**src/rtl/down_counter_timer.sv**
```systemverilog
// Loadable synchronous down counter with start/done handshake and optional
// auto-reload. Counts from a programmed value to zero; borrow pulses on expiry.
module down_counter_timer #(
  parameter int unsigned WIDTH = 4
) (
  input  logic             clk,
  input  logic             rst,
  input  logic             start,
  input  logic [WIDTH-1:0] load_val,
  input  logic             en,
  input  logic             auto_reload,
  input  logic             stop,
  input  logic             done_ack,
  output logic [WIDTH-1:0] q,
  output logic             busy,
  output logic             done,
  output logic             borrow
);

  typedef enum logic [1:0] {
    IDLE    = 2'd0,
    RUN     = 2'd1,
    EXPIRED = 2'd2
  } state_t;

  state_t           state;
  logic [WIDTH-1:0] reload_val;

  // Control FSM and datapath; priority is rst > stop > start > done_ack > en.
  always_ff @(posedge clk) begin
    if (rst) begin
      state      <= IDLE;
      q          <= '0;
      reload_val <= '0;
      busy       <= 1'b0;
      done       <= 1'b0;
      borrow     <= 1'b0;
    end else begin
      borrow <= 1'b0;
      if (stop) begin
        // Abort: q keeps its value and a coincident final decrement is dropped.
        state <= IDLE;
        busy  <= 1'b0;
        done  <= 1'b0;
      end else if (start) begin
        q          <= load_val;
        reload_val <= load_val;
        if (load_val != '0) begin
          state <= RUN;
          busy  <= 1'b1;
          done  <= 1'b0;
        end else begin
          // Zero-length count expires immediately.
          state  <= EXPIRED;
          busy   <= 1'b0;
          done   <= 1'b1;
          borrow <= 1'b1;
        end
      end else begin
        case (state)
          RUN: begin
            if (en) begin
              if (q > WIDTH'(1)) begin
                q <= q - WIDTH'(1);
              end else if (auto_reload) begin
                q      <= reload_val;
                borrow <= 1'b1;
              end else begin
                q      <= '0;
                state  <= EXPIRED;
                busy   <= 1'b0;
                done   <= 1'b1;
                borrow <= 1'b1;
              end
            end
          end
          EXPIRED: begin
            if (done_ack) begin
              state <= IDLE;
              done  <= 1'b0;
            end
          end
          default: begin
            state <= IDLE;
            busy  <= 1'b0;
            done  <= 1'b0;
          end
        endcase
      end
    end
  end

endmodule

```
**config.mk**
```make
export PLATFORM = sky130hd
export DESIGN_NAME = down_counter_timer
export DESIGN_NICKNAME = d
export VERILOG_FILES = /design/src/rtl/down_counter_timer.sv
export SDC_FILE = /design/constraint.sdc
export NUM_CORES = 1
export LEC_CHECK = 0
export CELL_PAD_IN_SITES_DETAIL_PLACEMENT = 1
export CELL_PAD_IN_SITES_GLOBAL_PLACEMENT = 2
export CORE_MARGIN = 4
export CORE_UTILIZATION = 26
export CTS_CLUSTER_DIAMETER = 60
export CTS_CLUSTER_SIZE = 16
export DETAILED_ROUTE_END_ITERATION = 16
export GPL_TIMING_DRIVEN = 0
export PLACE_DENSITY_LB_ADDON = 0.1
export SYNTH_ARGS = -nofsm -noshare
export SYNTH_HDL_FRONTEND = slang
export SYNTH_SLANG_ARGS = --single-unit
export TNS_END_PERCENT = 30
```
**constraint.sdc**
```tcl
create_clock -name clk -period 1.6 [get_ports clk]
set_input_delay 0.32 -clock clk [delete_from_list [all_inputs] [get_ports clk]]
set_output_delay 0.32 -clock clk [all_outputs]
set_load 0.05 [all_outputs]
```
==> results of run 1 <==
## kinds of logic after synthesis
logic type	synth area share (%)
compound gates	23.8
flops	35.4
mux	7.56
fa+ha+maj	3.69
buf+inv	4.24
simple gates	25.3
## layout by cell type (no fill, tap or decap), types with 3 or more instances in the layout
master | Yosys | layout
nand2_1 | 3 | 3
dlygate4sd2_1 | 0 | 6
a21oi_1 | 4 | 3
nor2_1 | 12 | 12
a311oi_1 | 3 | 3
nand3b_1 | 4 | 4
clkdlybuf4s50_1 | 0 | 10
nor2b_1 | 4 | 4
nor3_1 | 4 | 4
inv_1 | 4 | 3
clkbuf_4 | 0 | 3
dfxtp_1 | 12 | 10
o21ai_0 | 3 | 3
mux2i_1 | 4 | 4
## what timing repair did
item                       4_1_cts  5_1_grt
gates resized for setup         10        5
setup endpoints to repair        9        5
pin swaps                        1        1
## layer usage
metal	vias up	GRT usage [%]	part of all wire [%]
li1	334	-	-
met1	290	16.6	49
met2	13	16.9	43
met3	5	3.05	5.0
met4	0	8.74	2.7
met5	-	0	0
## worst min-delay path by stage
stage               cells after the start     startpoint       endpoint  slack (ps)
floorplan                               1           stop         borrow         400
global placement                        2  reload_val[2]  reload_val[2]         490
detailed placement                      2  reload_val[2]  reload_val[2]         500
CTS                                     2  reload_val[2]  reload_val[2]         530
global route                            2  reload_val[3]  reload_val[3]         560
finish                                  2           busy           busy         520
## flip-flops by register name, summed over array words and instances, names as in the netlist
name / cells
done: 1
borrow: 1
busy: 1
state: 1
q: 4
reload_val: 4
## power groups by stage
stage	clock network [uW]	logic, uW	registers (uW)
floorplan	0	89.3	355
global placement	0	187	331
detailed placement	0	185	331
CTS	270	182	324
global route	288	209	327
finish	254	191	325
## cell type report
cell class	count	area (sq um)	share of cell area (%)
sequential	12	248	26.0
tap	30	37.5	3.94
timing repair buffer	17	164	17.2
multi-input combinational	60	438	46.0
buffer	3	13.8	1.45
inverter	4	15.0	1.58
clock buffer	4	36.3	3.81
## worst max-delay path: stages
cell and delay [ps]:
clkdlybuf4s50_1 450, or4_4 570, nand2_2 90, a21boi_2 170
o311a_1 170
## metrics by stage
| step | total power [uW] | setup TNS [ps] | util [%] | hold slack, ps |
|---|---|---|---|---|
| global route | 824 | -8.57 | 38.4 | 562 |
| finish | 769 | 0 | 38.4 | 523 |
| CTS | 775 | 0 | 37.4 | 526 |
| detailed placement | 516 | -1480 | 36.1 | 501 |
| global placement | 517 | -1690 | 36.1 | 488 |
| floorplan | 444 | -13.5 | - | 399 |
==> impl_metrics.env, run 1 <==
export IMPL_synth_area_leaders="dfxtp_1 35%, nor2_1 6.6%, mux2i_1 5.9%"
export IMPL_internal_power_uw=535
export IMPL_die_y_um=59.1
export IMPL_power_frac_comb_pct=24.8
export IMPL_numCtsBuffers=3
export IMPL_die_w_um=59.1
export IMPL_dp_hpwl_mm=1.42
export IMPL_outcome="complete, no violations"
export IMPL_worstPathArrival_ps=1770
export IMPL_slew_violations=0
export IMPL_final_nets=114
export IMPL_grt_usage_pct=12.3
export IMPL_pre_cts_ws_ps=-225
export IMPL_routed_wl_mm=1.86
export IMPL_synth_async_sr_flop_share_pct=0
export IMPL_ant_nets=0
export IMPL_start_util_pct=27.4
export IMPL_drv_cap=0
export IMPL_clkLatencyLatePin_ps=290
export IMPL_path_class="input port to flip-flop"
export IMPL_yosysSeqAreaShare_pct=35.4
export IMPL_grt_max_degree=11
export IMPL_cts_root_buf="clkbuf_4"
export IMPL_worst_pin_slew_ps=492
export IMPL_path_clk_slew_ps=80
export IMPL_min_path_type="flip-flop to flip-flop"
export IMPL_dpl_instance_area_sq_um=893
export IMPL_vias_per_cell=4.94
export IMPL_synthCells=79
export IMPL_coreArea_sq_um=2480
export IMPL_pwr_share_seq_pct=42.2
export IMPL_ys_seq_elements=12
export IMPL_ir_drop_mv=0.442
export IMPL_num_io_pins=18
export IMPL_antenna_found_initial=0
export IMPL_postCtsHoldBufs=0
export IMPL_area_delta_synth_final_pct=40.4
export IMPL_critPathLaunch="load_val[0]"
export IMPL_slew_headroom_pct=67.3
export IMPL_synthesis_area_sq_um=678
export IMPL_fillCellCount=306
export IMPL_reg2reg_depth=6
export IMPL_r2r_end="done"
export IMPL_p_sw_uw=235
export IMPL_cts_sinks=12
export IMPL_synth_edf_count=0
export IMPL_cts_tree="built"
export IMPL_period_needed_ps=1530
export IMPL_diodes=0
export IMPL_synth_main_ff_cell="dfxtp_1"
export IMPL_fmax_mhz=653
export IMPL_cp_required_ps=1840
export IMPL_yosysTopAreaCellShare_pct=35.4
export IMPL_drc_errors=0
export IMPL_synth_nets=92
export IMPL_post_cts_buffers=0
export IMPL_drive_gt1_share_pct=19.0
export IMPL_rr_startpoint="q[0]"
export IMPL_syn_area_per_cell_sq_um=8.58
export IMPL_swShare_pct=30.5
export IMPL_cp_end_kind="flip-flop"
export IMPL_placed_cells=126
export IMPL_setup_violations=0
export IMPL_post_drt_wl_per_cell_um=14.3
export IMPL_die_area_sq_um=3490
export IMPL_vias=642
export IMPL_synth_cell_types=29
export IMPL_synth_top_area_cell="dfxtp_1"
export IMPL_grt_pass1_vias=648
export IMPL_ys_warn_count=0
export IMPL_gp_congestion=0.733
export IMPL_crit_fanout=3
export IMPL_clockBufferDepth=2
export IMPL_fin_area_sq_um=952
export IMPL_clockPowerShare_pct=33.0
export IMPL_r2r_slack_ps=110
export IMPL_p_leak_uw=0.000367
export IMPL_clock_skew_ps=2.24
export IMPL_first_pass_iters=2
export IMPL_htreeDepth=1
export IMPL_std_cell_rows=18
export IMPL_power_density_nw_per_um2=808
export IMPL_cp_endpoint="done"
export IMPL_setup_ws_ps=69.1
export IMPL_fin_cells=130
export IMPL_io_buffers=17
export IMPL_ys_top_cells_by_count="12 x dfxtp_1, 12 x nor2_1"
export IMPL_drtIter0Drc=12
export IMPL_overflow=0
export IMPL_grt_pass1_wl_mm=3.15
export IMPL_period_share_pct=95.7
export IMPL_startpoint_type="input port"
export IMPL_hold_viol=0
No activity file was read; power rests on OpenSTA's default activity.
==> run 2: changes to the inputs <==
--- a/config.mk
+++ b/config.mk
@@ -5,10 +5,12 @@
 export SDC_FILE = /design/constraint.sdc
 export NUM_CORES = 1
 export LEC_CHECK = 0
+export CAP_MARGIN = 5
 export CELL_PAD_IN_SITES_DETAIL_PLACEMENT = 1
 export CELL_PAD_IN_SITES_GLOBAL_PLACEMENT = 2
 export CORE_MARGIN = 4
 export CORE_UTILIZATION = 26
+export CTS_BUF_LIST = sky130_fd_sc_hd__clkbuf_16
 export CTS_CLUSTER_DIAMETER = 60
 export CTS_CLUSTER_SIZE = 16
 export DETAILED_ROUTE_END_ITERATION = 16
==> run 2 against run 1 <==
  * Hold slack worse by 7.4 ps
  * Highest routed layer unchanged
  * Sequential share of layout area decreased by 1.1 points
  * Fmax is 3.9% lower
  * Clock power increased by 84%
  * Largest cell class unchanged
  * First-iteration DRC count is 42% lower
  * Via count rose by 2.5%
  * Flip-flop and latch count unchanged
  * Die area is the same
==> impl_metrics.env, run 2 (synthesized netlist as in run 1, its figures left out) <==
export IMPL_rr_startpoint="q[0]"
export IMPL_register_area_sq_um=248
export IMPL_routed_wl_mm=1.93
export IMPL_ir_drop_mv=0.570
export IMPL_drc_errors=0
export IMPL_path_clk_slew_ps=50
export IMPL_p_sw_uw=259
export IMPL_final_common_cell="nor2_1"
export IMPL_grt_pass1_vias=656
export IMPL_post_route_util_pct=40.2
export IMPL_vias_per_cell=5.06
export IMPL_worst_pin_slew_ps=491
export IMPL_r2r_end="done"
export IMPL_slew_violations=0
export IMPL_std_cell_rows=18
export IMPL_cp_required_ps=1790
export IMPL_vias=658
export IMPL_outcome="complete, no violations"
export IMPL_first_pass_iters=2
export IMPL_hold_viol=0
export IMPL_p_leak_uw=0.000385
export IMPL_power_frac_comb_pct=19.6
export IMPL_io_buffers=17
export IMPL_htreeDepth=1
export IMPL_drive_gt1_share_pct=18.0
export IMPL_numCtsBuffers=3
export IMPL_r2r_slack_ps=100
export IMPL_fillCellCount=300
export IMPL_reg2reg_depth=6
export IMPL_dpl_instance_area_sq_um=893
export IMPL_antenna_found_initial=0
export IMPL_grt_setup_unrepaired="true"
export IMPL_reg_top3="q (4), reload_val (4)"
export IMPL_fmax_mhz=628
export IMPL_cts_root_buf="clkbuf_16"
export IMPL_hold_start="reload_val[2]"
export IMPL_clockBufferDepth=2
export IMPL_setup_tns_ps=0
export IMPL_drtIter0Drc=7
export IMPL_power_density_nw_per_um2=990
export IMPL_post_cts_buffers=0
export IMPL_die_w_um=59.1
export IMPL_setup_violations=0
export IMPL_worstPathArrival_ps=1780
export IMPL_cts_tree="built"
export IMPL_die_area_sq_um=3490
export IMPL_clockPowerShare_pct=47.3
export IMPL_crit_fanout=3
export IMPL_internal_power_uw=727
export IMPL_post_drt_wl_per_cell_um=14.9
export IMPL_period_share_pct=99.6
export IMPL_start_util_pct=27.4
export IMPL_area_delta_synth_final_pct=46.9
export IMPL_holdPathEnd="reload_val[2]"
export IMPL_placed_cells=126
export IMPL_fin_cells=130
export IMPL_dp_hpwl_mm=1.42
export IMPL_period_needed_ps=1590
export IMPL_critPathLaunch="load_val[0]"
export IMPL_ant_nets=0
export IMPL_grt_max_degree=11
export IMPL_clock_skew_ps=3.94
export IMPL_wl_met3_um=100
export IMPL_highest_layer="met4"
export IMPL_path_class="input port to flip-flop"
export IMPL_die_y_um=59.1
export IMPL_final_nets=114
export IMPL_slew_headroom_pct=67.4
export IMPL_cp_end_kind="flip-flop"
export IMPL_diodes=0
export IMPL_wl_met2_um=865
export IMPL_grt_pass1_wl_mm=3.31
export IMPL_coreArea_sq_um=2480
export IMPL_hold_ws_ps=516
export IMPL_cts_sinks=12
export IMPL_clkLatencyLatePin_ps=240
export IMPL_final_cell_mix="11 x nor2_1, 10 x dfxtp_1, 10 x clkdlybuf4s50_1, 6 x dlygate4sd2_1"
export IMPL_swShare_pct=26.2
export IMPL_overflow=0
export IMPL_holdPathStages=2
export IMPL_startpoint_type="input port"
export IMPL_fin_area_sq_um=996
export IMPL_gp_congestion=0.733
export IMPL_num_io_pins=18
export IMPL_multiInputGateArea_sq_um=440
export IMPL_min_path_type="flip-flop to flip-flop"
export IMPL_met1Wirelength_um=915
export IMPL_grt_usage_pct=13.0
export IMPL_drv_cap=0
export IMPL_pwr_share_seq_pct=33.1
==> run 2: worst max-delay path by stage <==
stage | cells after the start | endpoint | slack (ps)
finish | 5 | done | 7
global route | 5 | done | -40
CTS | 6 | q[1] | 0.5
detailed placement | 5 | done | -220
global placement | 5 | done | -260
floorplan | 5 | q[3] | -10
==> run 2: timing repair <==
action | CTS | global route
hold buffers | 0 | 0
gates resized for setup | 7 | 8
endpoints found under the setup margin | 9 | 9
pin swaps | 1 | 1
==> run 2: power groups by stage <==
stage | Sequential (uW) | Clock, uW | Combinational, uW
CTS | 325 | 477 | 182
floorplan | 355 | 0 | 89.3
global route | 328 | 497 | 211
global placement | 331 | 0 | 187
finish | 326 | 467 | 193
detailed placement | 331 | 0 | 185
==> run 2: metal layers <==
layer / track usage, % / up-vias
li1: - / 335
met1: 16.5 / 306
met2: 18.8 / 13
met3: 3.70 / 4
met4: 8.74 / 0
met5: 0 / -
==> run 2: stage by stage <==
stage	power (uW)	setup WS, ps
6_report	986	6.78
5_1_grt	1040	-36.1
4_1_cts	984	0.487
3_5_place_dp	516	-225
3_3_place_gp	517	-264
2_1_floorplan	444	-13.5
==> run 2: final cells by class <==
cell class / count / share of cell area [%]
timing repair buffer: 17 / 16.3
clock buffer: 3 / 7.54
tap: 30 / 3.77
inverter: 4 / 1.51
multi-input combinational: 60 / 44.2
sequential: 12 / 24.9
clock inverter: 1 / 0.377
buffer: 3 / 1.38
==> run 2: worst max-delay path: stages <==
cell             delay, ps
clkdlybuf4s50_1        450
or4_4                  570
nand2_2                 90
a21boi_2               180
o311a_1                170
==> RTL change, RTL diff (flow settings as in run 1) <==
Change the parameter `WIDTH` from 4 to 6.
--- a/src/rtl/down_counter_timer.sv
+++ b/src/rtl/down_counter_timer.sv
@@ -3,3 +3,3 @@
 module down_counter_timer #(
-  parameter int unsigned WIDTH = 4
+  parameter int unsigned WIDTH = 6
 ) (
Ports: changed (resized load_val and q); port bits go from 18 to 22. The function was not compared with the original's and may differ.
==> RTL change against run 1 <==
Core utilization rose by 0.69 points; non-clock buffer count grew 9; the flow now finishes with violations (negative setup slack); sequential share of layout area down 0.45 points; setup slack worse by 110 ps; routed wire length increased by 54%; global-route usage increased by 0.39 points; sequential cell count grew 4; power rose by 33%; clock power down 9.1%; synthesized area increased by 37%; cell area is 39% higher; critical endpoint is now q[3]; critical path depth down 1.
==> RTL change: results (changes against run 1) <==
| Metric | Value |
|---|---|
| Post-Syn Nets | `118 (was 92)` |
| Metal3 WL | `145 µm (was 92 µm)` |
| Dpl hpwl | `2090 µm (was 1420 µm)` |
| WL met2 | `1320 µm (was 794 µm)` |
| Yosys warns | `0 (unchanged)` |
| Leak pwr | `0.000506 µW (was 0.000367 µW)` |
| Post-synthesis async set-or-reset flop share | `0% (unchanged)` |
| Routed via count | `900 (was 642)` |
| Htree depth | `1 (unchanged)` |
| Gpl congestion | `0.753 (was 0.733)` |
| Outcome | `finished, violations left (was finished clean)` |
| ANT cells | `0 (unchanged)` |
| WL met1 | `1350 µm (was 918 µm)` |
| CP startpoint | `q[4] (was load_val[0])` |
| Initial antenna violation count | `0 (unchanged)` |
| Vias in the first global route | `869 (was 648)` |
| Biggest regs | `q x6, reload_val x6 (was q x4, reload_val x4)` |
| Peak supply drop | `0.319 mV (was 0.442 mV)` |
| Clk_lat worst skew | `290 ps (about the same)` |
| TritonRoute pass-1 iters | `4 (was 2)` |
| Worst hold path class | `in -> reg (was reg -> reg)` |
| Initial detailed-routing violation count | `44 (was 12)` |
| Share of cells above drive strength 1 | `27.1% (was 19.0%)` |
| First-pass GRT wire length | `4320 µm (was 3150 µm)` |
| Top post-synthesis cells by count | `dfxtp_1 (16), nor2_1 (11), a21oi_1 (9) (was dfxtp_1 (12), nor2_1 (12))` |
| Sequential area share after synthesis | `34.4% (was 35.4%)` |
| Setup Skew | `6.78 ps (was 2.24 ps)` |
| Setup ws final | `-42.2 ps (was 69.1 ps)` |
| Filler cells | `400 (was 306)` |
| CP max FO | `6 (was 3)` |
| Wire per inst | `15.9 µm (was 14.3 µm)` |
| Cell variety after synth | `43 (was 29)` |
| Setup tns final | `-71.4 ps (was 0 ps)` |
| Synth top area cells | `dfxtp_1 (34%), mux2i_1 (6.5%), a21oi_1 (4.8%) (was dfxtp_1 (35%), nor2_1 (6.6%), mux2i_1 (5.9%))` |
| Final setup fails | `4 (was 0)` |
| Top Layer Used | `met4 (unchanged)` |
| Final net count | `149 (was 114)` |
| DP Area | `0.00123 mm² (was 893 µm²)` |
| Worst hold margin | `450 ps (was 523 ps)` |
| CTS clock-pin slew for the worst setup and hold paths | `100 ps (was 80 ps)` |
| Most used DFF post-synth | `dfxtp_1 (unchanged)` |
| HP Start | `load_val[2] (was busy)` |
| Slew @ Worst Pin | `491 ps (was 492 ps)` |
| IO buf count | `21 (was 17)` |
| CTS max path bufs | `2 (unchanged)` |
| Gr usage total | `12.7% (was 12.3%)` |
| Failing checks | `negative setup slack` |
[RTL change: stage by stage]
| step | setup slack [ps] | std cells |
|---|---|---|
| after floorplan | 0.0427 | 103 |
| after global placement | -367 | 170 |
| after detailed placement | -379 | 170 |
| after CTS | -91.6 | 174 |
| after global routing | -87.9 | 179 |
| final | -42.2 | 179 |
[RTL change: worst paths after layout]
| check | endpoint | depth (start not counted) |
|---|---|---|
| setup reg to reg | q[3] | 4 |
| setup / recovery | q[3] | 4 |
| hold / removal | reload_val[2] | 3 |
| hold reg to reg | reload_val[2] | 2 |
[RTL change: worst max-delay path, stage by stage, from the launching register on]
cell and delay (ps):
dfxtp_4 370, or3_4 400, nor3_4 310, mux2_4 340, a21oi_2 130
[RTL change: routing by layer]
metal / GRT usage (%) / vias to the layer above
met5: 0 / -
met3: 2.63 / 5
li1: - / 448
met4: 4.47 / 0
met1: 17.4 / 424
met2: 19.8 / 23
[RTL change: cell type report]
type / instances / area (µm²) / share of cell area [%]
plain buffers: 3 / 16.3 / 1.23
clock buffers: 4 / 26.3 / 1.98
inverters: 5 / 23.8 / 1.79
multi-input cells: 79 / 628 / 47.4
flip-flops and latches: 16 / 339 / 25.6
well taps: 46 / 57.6 / 4.34
repair buffers: 26 / 235 / 17.7
[RTL change: repair_timing]
action	4_1_cts	5_1_grt
setup endpoints to repair	17	10
pin swaps	1	5
gates resized for setup	15	13
gates cloned	0	0
buffers inserted	0	5
[RTL change: power by group]
| group | internal, µW | switching, µW |
|---|---|---|
| logic | 163 | 190 |
| registers | 417 | 25.8 |
| clock network | 97.1 | 134 |
| total | 677 | 350 |
[RTL change: kinds of logic after synthesis]
family                   Yosys count  share of synthesized area, %
AND/OR/NAND/NOR                   36                          22.9
buffers and inverters              8                          3.76
AO/OA/AOI/OAI                     31                          25.5
flip-flops                        16                          34.4
multiplexers                       8                          8.87
adder cells (fa/ha/maj)            2                          2.69
XOR/XNOR                           2                          1.88
